File: src/rtl/fp_fixed_pkg.sv
// FP32 field constants and operand classes shared by the float-to-fixed stream.
package fp_fixed_pkg;
    localparam int EXP_W   = 8;
    localparam int MAN_W   = 23;
    localparam int BIAS    = 127;
    localparam int EXP_MAX = 255;

    typedef enum logic [2:0] {ZERO, DENORM, NORMAL, INF, NAN} fp_class_e;
endpackage

File: src/rtl/fp32_classify.sv
// Combinational split of an FP32 word into sign, exponent, mantissa (with hidden bit) and class.
module fp32_classify
    import fp_fixed_pkg::*;
(
    input  logic [31:0]      fp,
    output logic             sign,
    output logic [EXP_W-1:0] expo,
    output logic [MAN_W:0]   mant,
    output fp_class_e        cls
);
    logic man_nz;

    assign sign   = fp[31];
    assign expo   = fp[30:23];
    assign man_nz = |fp[22:0];
    assign mant   = {expo != '0, fp[22:0]};

    always_comb begin
        cls = NORMAL;
        if (expo == EXP_W'(EXP_MAX))
            cls = man_nz ? NAN : INF;
        else if (expo == '0)
            cls = man_nz ? DENORM : ZERO;
    end
endmodule

File: src/rtl/fp_to_fixed_stream.sv
// Two-stage FP32 -> sign-magnitude fixed-point converter with valid/ready flow control.
// S1 classifies and aligns, S2 rounds, saturates and raises flags into the output registers.
module fp_to_fixed_stream
    import fp_fixed_pkg::*;
#(
    parameter int INT_W  = 1,
    parameter int FRAC_W = 19,
    parameter int ROUND  = 0
) (
    input  logic              clk,
    input  logic              rst,
    input  logic [31:0]       fp_i,
    input  logic              in_valid_i,
    output logic              in_ready_o,
    output logic              sign_o,
    output logic [INT_W-1:0]  integer_o,
    output logic [FRAC_W-1:0] fractional_o,
    output logic              ovf_o,
    output logic              unf_o,
    output logic              nan_o,
    output logic              out_valid_o,
    input  logic              out_ready_i
);
    localparam int W      = INT_W + FRAC_W;
    localparam int STAGES = 2;

    logic [STAGES:1] vld_pipe;
    logic            s1_adv, s2_adv;

    logic             c_sign;
    logic [EXP_W-1:0] c_exp;
    logic [MAN_W:0]   c_mant;
    fp_class_e        c_cls;

    int               rsh;
    logic             a_ovf;
    logic [W:0]       a_vec;

    logic             s1_sign, s1_guard, s1_ovf;
    logic [W-1:0]     s1_mag;
    fp_class_e        s1_cls;

    logic [W:0]       rnd_sum;
    logic             n_sign, n_ovf, n_unf, n_nan;
    logic [W-1:0]     n_mag;

    assign s2_adv      = !vld_pipe[2] || out_ready_i;
    assign s1_adv      = !vld_pipe[1] || s2_adv;
    assign in_ready_o  = s1_adv;
    assign out_valid_o = vld_pipe[2];

    fp32_classify u_cls (
        .fp   (fp_i),
        .sign (c_sign),
        .expo (c_exp),
        .mant (c_mant),
        .cls  (c_cls)
    );

    // Mantissa sits above W+1 zero bits; the right shift drops it onto the
    // fixed-point grid with bit 0 as the guard. Out-of-range shifts give zero.
    always_comb begin
        a_ovf = (c_cls == NORMAL) && (int'(c_exp) >= BIAS + INT_W);
        rsh   = INT_W + BIAS + MAN_W - int'(c_exp);
        a_vec = '0;
        if (c_cls == NORMAL && !a_ovf)
            a_vec = (W+1)'({c_mant, {(W+1){1'b0}}} >> rsh);
    end

    // Half-away-from-zero on magnitude needs only the guard bit.
    always_comb begin
        rnd_sum = {1'b0, s1_mag} + (W+1)'((ROUND != 0) && s1_guard);
        n_sign  = s1_sign;
        n_mag   = '0;
        n_ovf   = 1'b0;
        n_unf   = 1'b0;
        n_nan   = 1'b0;
        case (s1_cls)
            NAN:    begin n_sign = 1'b0; n_nan = 1'b1; end
            INF:    begin n_ovf = 1'b1; n_mag = '1; end
            DENORM: n_unf = 1'b1;
            NORMAL: begin
                if (s1_ovf || rnd_sum[W]) begin
                    n_ovf = 1'b1;
                    n_mag = '1;
                end else begin
                    n_mag = rnd_sum[W-1:0];
                    n_unf = (rnd_sum[W-1:0] == '0);
                end
            end
            default: ;
        endcase
    end

    always_ff @(posedge clk or posedge rst) begin
        if (rst) begin
            vld_pipe     <= '0;
            s1_sign      <= 1'b0;
            s1_guard     <= 1'b0;
            s1_ovf       <= 1'b0;
            s1_mag       <= '0;
            s1_cls       <= ZERO;
            sign_o       <= 1'b0;
            integer_o    <= '0;
            fractional_o <= '0;
            ovf_o        <= 1'b0;
            unf_o        <= 1'b0;
            nan_o        <= 1'b0;
        end else begin
            if (s1_adv) begin
                vld_pipe[1] <= in_valid_i;
                if (in_valid_i) begin
                    s1_sign  <= c_sign;
                    s1_cls   <= c_cls;
                    s1_ovf   <= a_ovf;
                    s1_mag   <= a_vec[W:1];
                    s1_guard <= a_vec[0];
                end
            end
            if (s2_adv) begin
                vld_pipe[2] <= vld_pipe[1];
                if (vld_pipe[1]) begin
                    sign_o       <= n_sign;
                    integer_o    <= n_mag[W-1:FRAC_W];
                    fractional_o <= n_mag[FRAC_W-1:0];
                    ovf_o        <= n_ovf;
                    unf_o        <= n_unf;
                    nan_o        <= n_nan;
                end
            end
        end
    end
endmodule

File: config.mk
export PLATFORM = sky130hd
export DESIGN_NAME = fp_to_fixed_stream
export DESIGN_NICKNAME = d
export VERILOG_FILES = /design/src/rtl/fp_fixed_pkg.sv /design/src/rtl/fp32_classify.sv /design/src/rtl/fp_to_fixed_stream.sv
export SDC_FILE = /design/constraint.sdc
export NUM_CORES = 1
export LEC_CHECK = 0
export CAP_MARGIN = 20
export CORE_AREA = 2 2 97 99
export DETAILED_ROUTE_END_ITERATION = 6
export DIE_AREA = 0 0 99 101
export MAX_ROUTING_LAYER = met4
export PLACE_DENSITY_LB_ADDON = 0.12
export SLEW_MARGIN = 15
export SYNTH_ARGS = -nofsm -noshare
export SYNTH_HDL_FRONTEND = slang
export SYNTH_HIERARCHICAL = 1
export SYNTH_SLANG_ARGS = --single-unit
File: constraint.sdc
create_clock -name clk -period 3.1 [get_ports clk]
set_clock_uncertainty 0.05 [all_clocks]
set_input_delay 0.465 -clock clk [delete_from_list [all_inputs] [get_ports clk]]
set_output_delay 0.465 -clock clk [all_outputs]
set_load 0.01 [all_outputs]
==> results of run 1 <==
==> flip-flops by register name (all words and copies together), names as in the netlist <==
signal / cells
fractional_o: 19
s1_mag: 20
unf_o: 1
sign_o: 1
integer_o: 1
s1_ovf: 1
nan_o: 1
s1_sign: 1
s1_cls: 3
vld_pipe: 2
ovf_o: 1
==> cell families after synthesis <==
group	count (synthesis)	share of synthesized area, %
adder cells (fa/ha/maj)	2	0.574
XOR/XNOR	3	0.603
flip-flops	51	29.3
AND/OR/NAND/NOR	169	18.1
AO/OA/AOI/OAI	96	15.2
multiplexers	76	25.9
buffers and inverters	72	10.3
==> through the flow <==
stage                     cell area (µm²)  setup TNS, ns  std cells  worst slack [ns]  hold WS, ns
after global routing                 5260              0        643           0.00433        0.457
after detailed placement             5120          -2.26        635            -0.267        0.419
after global placement               5120         -0.956        635            -0.195        0.410
after CTS                            5240              0        643            0.0298        0.439
final                                5260              0        643             0.152        0.430
after floorplan                      4360              0        469             0.309        0.411
==> power by group through the flow <==
stage               clock network, µW  registers, µW  logic (µW)
global route                      513            816         878
CTS                               484            804         808
detailed placement                  0            818         806
floorplan                           0            841         443
global placement                    0            811         798
finish                            478            802         809
==> cell usage in the layout (no fill, tap or decap), drive strengths merged, types with 3 or more instances in the layout <==
master         netlist  final
a31oi                3      3
nand2b               4      4
a32oi                3      3
a221oi               7      7
buf                 48     57
nor2                37     37
a21oi               15     15
clkinv               2      4
inv                  8      7
or2                  3      3
o21ai               28     28
a22oi                3      3
nor3                 4      4
o221ai               5      5
nand3               12     12
clkbuf              14      6
dfrtp               51     51
o21a                 3      3
nor4                13     13
mux2i               38     38
mux2                10     10
clkdlybuf4s50        0     60
o31ai                3      3
nand4                8      8
mux4                28     28
nand2               77     77
o211ai               6      6
==> layout make-up <==
| cell class | count | area (µm²) |
|---|---|---|
| repair buffers | 117 | 1040 |
| multi-input cells | 346 | 2650 |
| well taps | 111 | 139 |
| fillers | 836 | 3720 |
| inverters | 10 | 38.8 |
| clock inverters | 2 | 35.0 |
| flip-flops and latches | 51 | 1280 |
| clock buffers | 6 | 82.6 |
==> worst register-to-register path: stages (launching register included) <==
cell                       delay (ns)
sky130_fd_sc_hd__dfrtp_1         0.41
sky130_fd_sc_hd__nand3b_1        0.19
sky130_fd_sc_hd__nand2_1         0.49
sky130_fd_sc_hd__buf_4           0.38
sky130_fd_sc_hd__nand2_1         0.09
sky130_fd_sc_hd__o221ai_1        0.11
==> metal layers <==
| metal | vias up | part of all wire [%] |
|---|---|---|
| li1 | 1851 | - |
| met1 | 1900 | 41 |
| met2 | 127 | 52 |
| met3 | 23 | 4.0 |
| met4 | 0 | 3.0 |
| met5 | - | 0 |
==> final timing paths <==
kind / from / end / slack, ns
min in group asynchronous: rst / fractional_o[1] / 0.57
min reg2reg: fractional_o[0] / fractional_o[0] / 0.43
min: fractional_o[0] / fractional_o[0] / 0.43
max: fp_i[4] / s1_mag[12] / 0.15
max reg2reg: vld_pipe[1] / s1_mag[17] / 1.25
max in group asynchronous: rst / fractional_o[0] / 1.92
==> results.md, run 1 <==
- Counting every net in the synthesized netlist gives 507.
- The number of hold-slack violations in the final timing report was 0.
- The post-route core utilization is 58.6%.
- The worst setup path is launched from an input pin.
- The most used standard cell by instance count after synthesis is sky130_fd_sc_hd__nand2_1.
- The number of input and output port buffers inserted is 61.
- The core box area is 8980 µm².
- The clock input transition at the sequential cells of the worst setup and hold paths is 0.09 ns.
- Counting I/O delays and the setup requirement, the final critical path takes 2.95 ns.
- The number of hold buffers added after CTS is 0.
- In this run the remaining antenna-violating nets after routing total 0.
- The highest clock rate is 0.339 GHz.
- The power density relative to cell area is 397 nW/µm².
- The sink count of the clock tree is 51.
- Global routing consumed, on the met2 layer, 47.2% of the routing resources.
- The worst hold path belongs to the class flip-flop to flip-flop.
- After detailed routing, the average wire length per cell comes to 20.0 µm.
- The flow ran to the end, and the final reports show no timing, DRC or antenna violations.
- Of the available clock period, the critical path in the final layout requires 95.1%.
- The switching share of power is 32.4%.
- The busiest layer in global routing is met2.
- Summing the sequential cell areas from Yosys gives 29.3% of the chip area.
- Among all flip-flop cells after synthesis, the most frequent one is sky130_fd_sc_hd__dfrtp_1.
- By area the synthesized netlist is led by sky130_fd_sc_hd__dfrtp_1 (29%), sky130_fd_sc_hd__mux4_2 (13%), sky130_fd_sc_hd__mux2i_1 (8.7%).
- The tool flagged a number of max-cap violations equal to 0.
- Once the floorplan was initialized, standard cells occupied 48.6% of the core.
- The worst register-to-register path has a depth of 5.
- The cell count after synthesis is 469.
- The worst setup path is captured at a flip-flop.
- For this run, design rule violations remaining after detail routing come to 0.
- The via count of the first global-routing pass is 3794.
- The relative slew slack is 43.8%.
- The area added between synthesis and finish is 20.7%.
- Among cell families on the critical path, the largest total delay comes from simple AND/OR/NAND/NOR gates.
- The floorplan has 35 rows.
- The number of flip-flops and latches in the synthesized netlist is 51.
- The CTS tree is built.
- Data on the critical path is required at its endpoint by 3.29 ns.
- In the final layout, the share of cells above drive strength 1 is 21.1%.
- The critical path in this run is classified as input pin to flip-flop.
- Summed over its instances, the top area cell type makes up 29.3% of the synthesized netlist area.
- The H-tree depth is 2.
- The maximum resistive drop on vdd is 0.000218 V.
- In this run, the clock network consumes 22.9% of the power.
- For this run, global-route usage on met1 was measured as 34.8%.
- From bottom edge to top edge, the die measures 101 µm.
- The number of clock buffers inserted by TritonCTS is 5.
- The synthesized cell area is 4360 µm².
- Setup repair after global routing left no endpoint under its margin.
- Traced cell by cell, the critical path runs through clkdlybuf4s50_1 > nor4_1 > nand2_1 > nor2_4 > mux2i_1 > nor4b_2 > nand4_1 > or2_2 > or4_1 > nand3_1.
- The worst path buffer plus inverter count is 1.
- The number of antenna diodes in the final layout is 0.
- For this run, the total global-route usage over all layers was measured as 27.6%.
- The violation count after the first detailed-routing iteration is 225.
- The share of flip-flops with an asynchronous set or reset after synthesis is 100%.
- The worst hold path stage count is 2.
- After global routing the overflow that remains totals 0.
- Yosys mapped a number of flops with a built-in enable equal to 0.
- The initial antenna violation count is 0.
- The floorplan die area is 10000 µm².
- For this run, the number of Yosys warnings is 6.
- In this run, post-CTS repair resized a total of 0 instances.
- At the worst endpoint, the arrival time is 3.14 ns.
- Across all layers, the routed design uses 3901 vias.
- The largest single stage delay on the critical path is 0.53 ns.
- The final weighted congestion in routability-driven placement is 0.971.
- Post-CTS timing repair inserted 0 buffers for setup.
- The mean number of vias per cell is 6.07.
- The maximum count of clock buffers along a single path is 2.
- Internal power comes to 1410 µW.
- The count of final max-slew check failures came to 0.
- Counting distinct cell types in the post-synthesis netlist gives 63.
- For this design the top-level I/O count stands at 62.
- The share of total power in combinational logic is 38.7%.
- Sequential cells account for 38.4% of the total power.
- The clock root buffer is sky130_fd_sc_hd__clkbuf_8.
- The analysis attributes to net switching a power of 678 µW.
- The pin count of the biggest net entering global routing is 52.
- Global routing consumed, on the met3 layer, 1.87% of the routing resources.
- At the pin with the least slew margin, the transition time is 0.842 ns.
- Setup violations remaining at the end of the flow were counted as 0.
- For this run, the detailed router's first-pass iteration total came to 4.
- The slowest library cell on the worst path is sky130_fd_sc_hd__or4_1.
- Ranked by instance count, the synthesized netlist is headed by sky130_fd_sc_hd__nand2_1 (77), sky130_fd_sc_hd__dfrtp_1 (51), sky130_fd_sc_hd__mux2i_1 (38).
- The analysis attributes to cell leakage a power of 0.00219 µW.
- The horizontal extent of the die is 99 µm.
- The final routed wirelength across all metal layers is 12.9 mm.
- The clock reaches the later pin of the worst-skew pair after 0.30 ns.
- The placed wire-length estimate is 10.3 mm.
- The final layout contains 569 nets.
- In this run the number of cells on the critical path is 10.
- A synthesized cell averages 9.29 µm².
- Of all nets on the critical path, the largest fanout is 5.
- The total power is 2090 µW.
- The first-pass GRT wire length is 21.0 mm.
- The cell accounting for the most synthesized area is sky130_fd_sc_hd__dfrtp_1.
No activity file was read; power rests on OpenSTA's default activity.
==> inputs of run 2 (changes only) <==
Settings changed: REMOVE_ABC_BUFFERS set to 1.
==> run 2 against run 1 <==
Effect of this change:
- flip-flop and latch count is the same
- maximum frequency shrank 2.3%
- first-iteration DRC count shrank 7.6%
- sequential share of layout area shrank 0.063 points
- global-route usage shrank 0.40 points
- sequential power is essentially flat
- via count grew 1.0%
- non-clock buffer count grew 4
- die area is the same
- largest cell class unchanged
- combinational power grew 1%
- clock power shrank 21%
- cell count grew 0.62%
==> results.md, run 2 (synthesis gave the netlist of run 1 again) <==
- The routed design uses 614 µm of met3 wire.
- The floorplan step defined a die boundary enclosing 10000 µm².
- The flow ran to the end, and the final reports show no timing, DRC or antenna violations.
- The register with the most flip-flops in the layout has 20 of them.
- Relative to the synthesized area, the layout overhead comes to 21.0%.
- Entering global routing, the biggest net connects 44 pins.
- The row count is 35.
- The proportion of power drawn by the clock network is 19.0%.
- The met1 layer wirelength in the final routing is 5.49 mm.
- Buffers placed on the I/O ports in this run total 61.
- The core box area is 8980 µm².
- After routing the design area is 5280 µm².
- The path with the worst hold slack has its endpoint at sign_o.
- The average wire per cell in the routed design is 20.0 µm.
- The worst slack on hold paths is 0.431 ns.
- The initial antenna violation count is 0.
- The number of fill cells is 832.
- The via count of the first global-routing pass is 3791.
- Timing analysis after detailed placement gives a worst setup slack of -0.232 ns.
- The highest clock rate is 0.331 GHz.
- In this run, CTS created clock tree buffers numbering 5.
- The number of hold-slack violations in the final timing report came to 0.
- The cell repeated most along the worst path is sky130_fd_sc_hd__nand4_1.
- In the final layout, the registers with the most flip-flops are s1_mag: 20 flops, fractional_o: 19 flops, s1_cls: 3 flops.
- For this design the top-level I/O count stands at 62.
- The type of the worst setup path is input pin to flip-flop.
- The register ranked first by flip-flop count is s1_mag.
- The power density relative to cell area is 379 nW/µm².
- Counting along the longest clock path gives a buffer depth of 2.
- The first global-routing pass estimated 20.9 mm of wire.
- The endpoint arrival time on the critical path is 3.21 ns.
- The share of total power dissipated in sequential elements is 40.1%.
- The final routed wirelength across all metal layers is 13.0 mm.
- The later pin in the worst-skew pair is clocked with a latency of 0.30 ns.
- The critical path goes through clkdlybuf4s50_1 > nor4_1 > nand4_1 > nor2_4 > mux2i_1 > nor4b_1 > buf_4 > nand4_1 > or2_2 > or4_1 > nand3_1.
- The worst setup path is launched from an input pin.
- The final route contains 3941 vias.
- In this run the static leakage power is 0.00220 µW.
- For this run, the detailed router's first-pass iteration total came to 5.
- The switching share of power is 34.2%.
- Including well taps, the total number of placed cells is 639.
- The count of max-cap constraint violations is 0.
- The sink count of the clock tree is 51.
- The count of final max-slew check failures is 0.
- The H-tree depth is 2.
- Setup repair after global routing left no endpoint under its margin.
- After detailed routing, the number of remaining DRC violations is 0.
- The worst path meets setup with 0.0819 ns of slack.
- The biggest fanout along the worst timing path is 4.
- The remaining antenna violation count after routing is 0.
- The final layout net count is 573.
- The clock root buffer is sky130_fd_sc_hd__clkbuf_8.
- The placed wire-length estimate is 10.4 mm.
- The initial cell density of the core is 48.6%.
- The top cell types in the final layout, fill and taps aside, are sky130_fd_sc_hd__nand2_1 (77), sky130_fd_sc_hd__clkdlybuf4s50_1 (60), sky130_fd_sc_hd__buf_4 (58).
- TritonCTS built the clock tree.
- The slowest library cell on the worst path is sky130_fd_sc_hd__or4_1.
- Of the cells placed in the final design, the portion with a size suffix greater than 1 is 21.6%.
- The library cell used most frequently in the layout, excluding fill and tap cells, is sky130_fd_sc_hd__nand2_1.
- The worst hold path stage count is 2.
- The floorplan step set the die width to 99 µm.
- The antenna cell count is 0.
- The worst register-to-register path begins at vld_pipe[1].
- After detailed routing, the number of vias per cell comes to 6.09.
- The violation count after the first detailed-routing iteration is 208.
- The wire length on met2 is 6.49 mm.
- Setup violations remaining at the end of the flow were counted as 0.
- The terminus of the critical flop-to-flop path is s1_mag[12].
- For the pin with the worst max-slew slack, the measured transition is 0.817 ns.
- In this run the worst hold path is classified as flip-flop to flip-flop.
- The endpoint class of the critical path is a flip-flop.
- The routed design could run at a clock period as short as 3.02 ns.
- The critical hold path startpoint is sign_o.
- The top layer reached by signal wires is met4.
- The count of placed standard cells in the final layout, fillers left out is 647.
- In this design, the stage delay of the slowest critical-path cell is 0.51 ns.
- The placed instances occupy a cell area of 5170 µm².
- After clock tree synthesis, the clock-pin slew on the worst setup and hold paths is 0.09 ns.
- The sum of overflow across all layers after global routing is 0.
- The worst-case IR drop observed on VDD is 0.000156 V.
- The internal power component is 1310 µW.
- The setup check on the worst reg-to-reg path leaves a slack of 1.30 ns.
- The final weighted congestion in routability-driven placement is 0.946.
- Of the available clock period, the critical path in the final layout requires 97.4%.
- The worst register-to-register path has a depth of 5.
- The global-route usage over all layers is 27.2%.
- The die is 101 µm tall.
- Summed over all nets, the switching power comes to 684 µW.
- Per report_power, the combinational group accounts for 40.9% of the total.
- For the worst setup path, the data required time is 3.29 ns.
- The relative slew slack is 45.4%.
==> run 2: worst max-delay path by stage <==
stage,from,endpoint,slack [ns],cells after the start
floorplan,fp_i[16],s1_mag[11],0.42,9
global placement,fp_i[10],s1_mag[12],-0.24,11
detailed placement,fp_i[16],s1_mag[12],-0.23,11
CTS,fp_i[2],s1_mag[12],0.06,11
global route,fp_i[1],s1_mag[12],0.004,11
finish,fp_i[10],s1_mag[12],0.08,11
==> run 2: area by class of cell <==
cell class                 count  area [µm²]  share of cell area, %
multi-input combinational    346        2650                   50.3
sequential                    51        1280                   24.2
timing repair buffer         121        1080                   20.5
tap                          111         139                   2.63
clock buffer                   5        68.8                   1.30
inverter                      10        37.5                  0.712
clock inverter                 3        20.0                  0.380
==> run 2: power groups by stage <==
stage          Combinational, µW  Clock, µW  Sequential [µW]
6_report                     818        378              801
5_1_grt                      883        405              815
4_1_cts                      816        377              802
2_1_floorplan                358          0              841
3_5_place_dp                 814          0              816
3_3_place_gp                 807          0              810
==> run 2: routing by layer <==
metal	vias to the layer above	GRT usage [%]
li1	1865	-
met1	1877	33.8
met2	169	47.5
met3	30	2.29
met4	0	8.22
met5	-	-
==> run 2: what timing repair did <==
| action | in CTS | in global routing |
|---|---|---|
| setup buffers | 0 | 0 |
| hold buffers | 0 | 0 |
| setup endpoints to repair | 0 | 4 |
| resized for setup | 0 | 3 |
==> run 2: worst max-delay path, delay by kind of cell <==
family        cells  cell delay [ns]
mux               1             0.12
simple gates      8             2.01
buf+inv           2             0.61
==> run 2: per-stage QoR <==
stage	setup TNS, ns	power, µW	utilization (%)
after floorplan	0	1200	-
after global placement	-1.26	1620	57.6
after detailed placement	-1.36	1630	57.6
after CTS	0	1990	58.6
after global routing	0	2100	58.8
final	0	2000	58.8
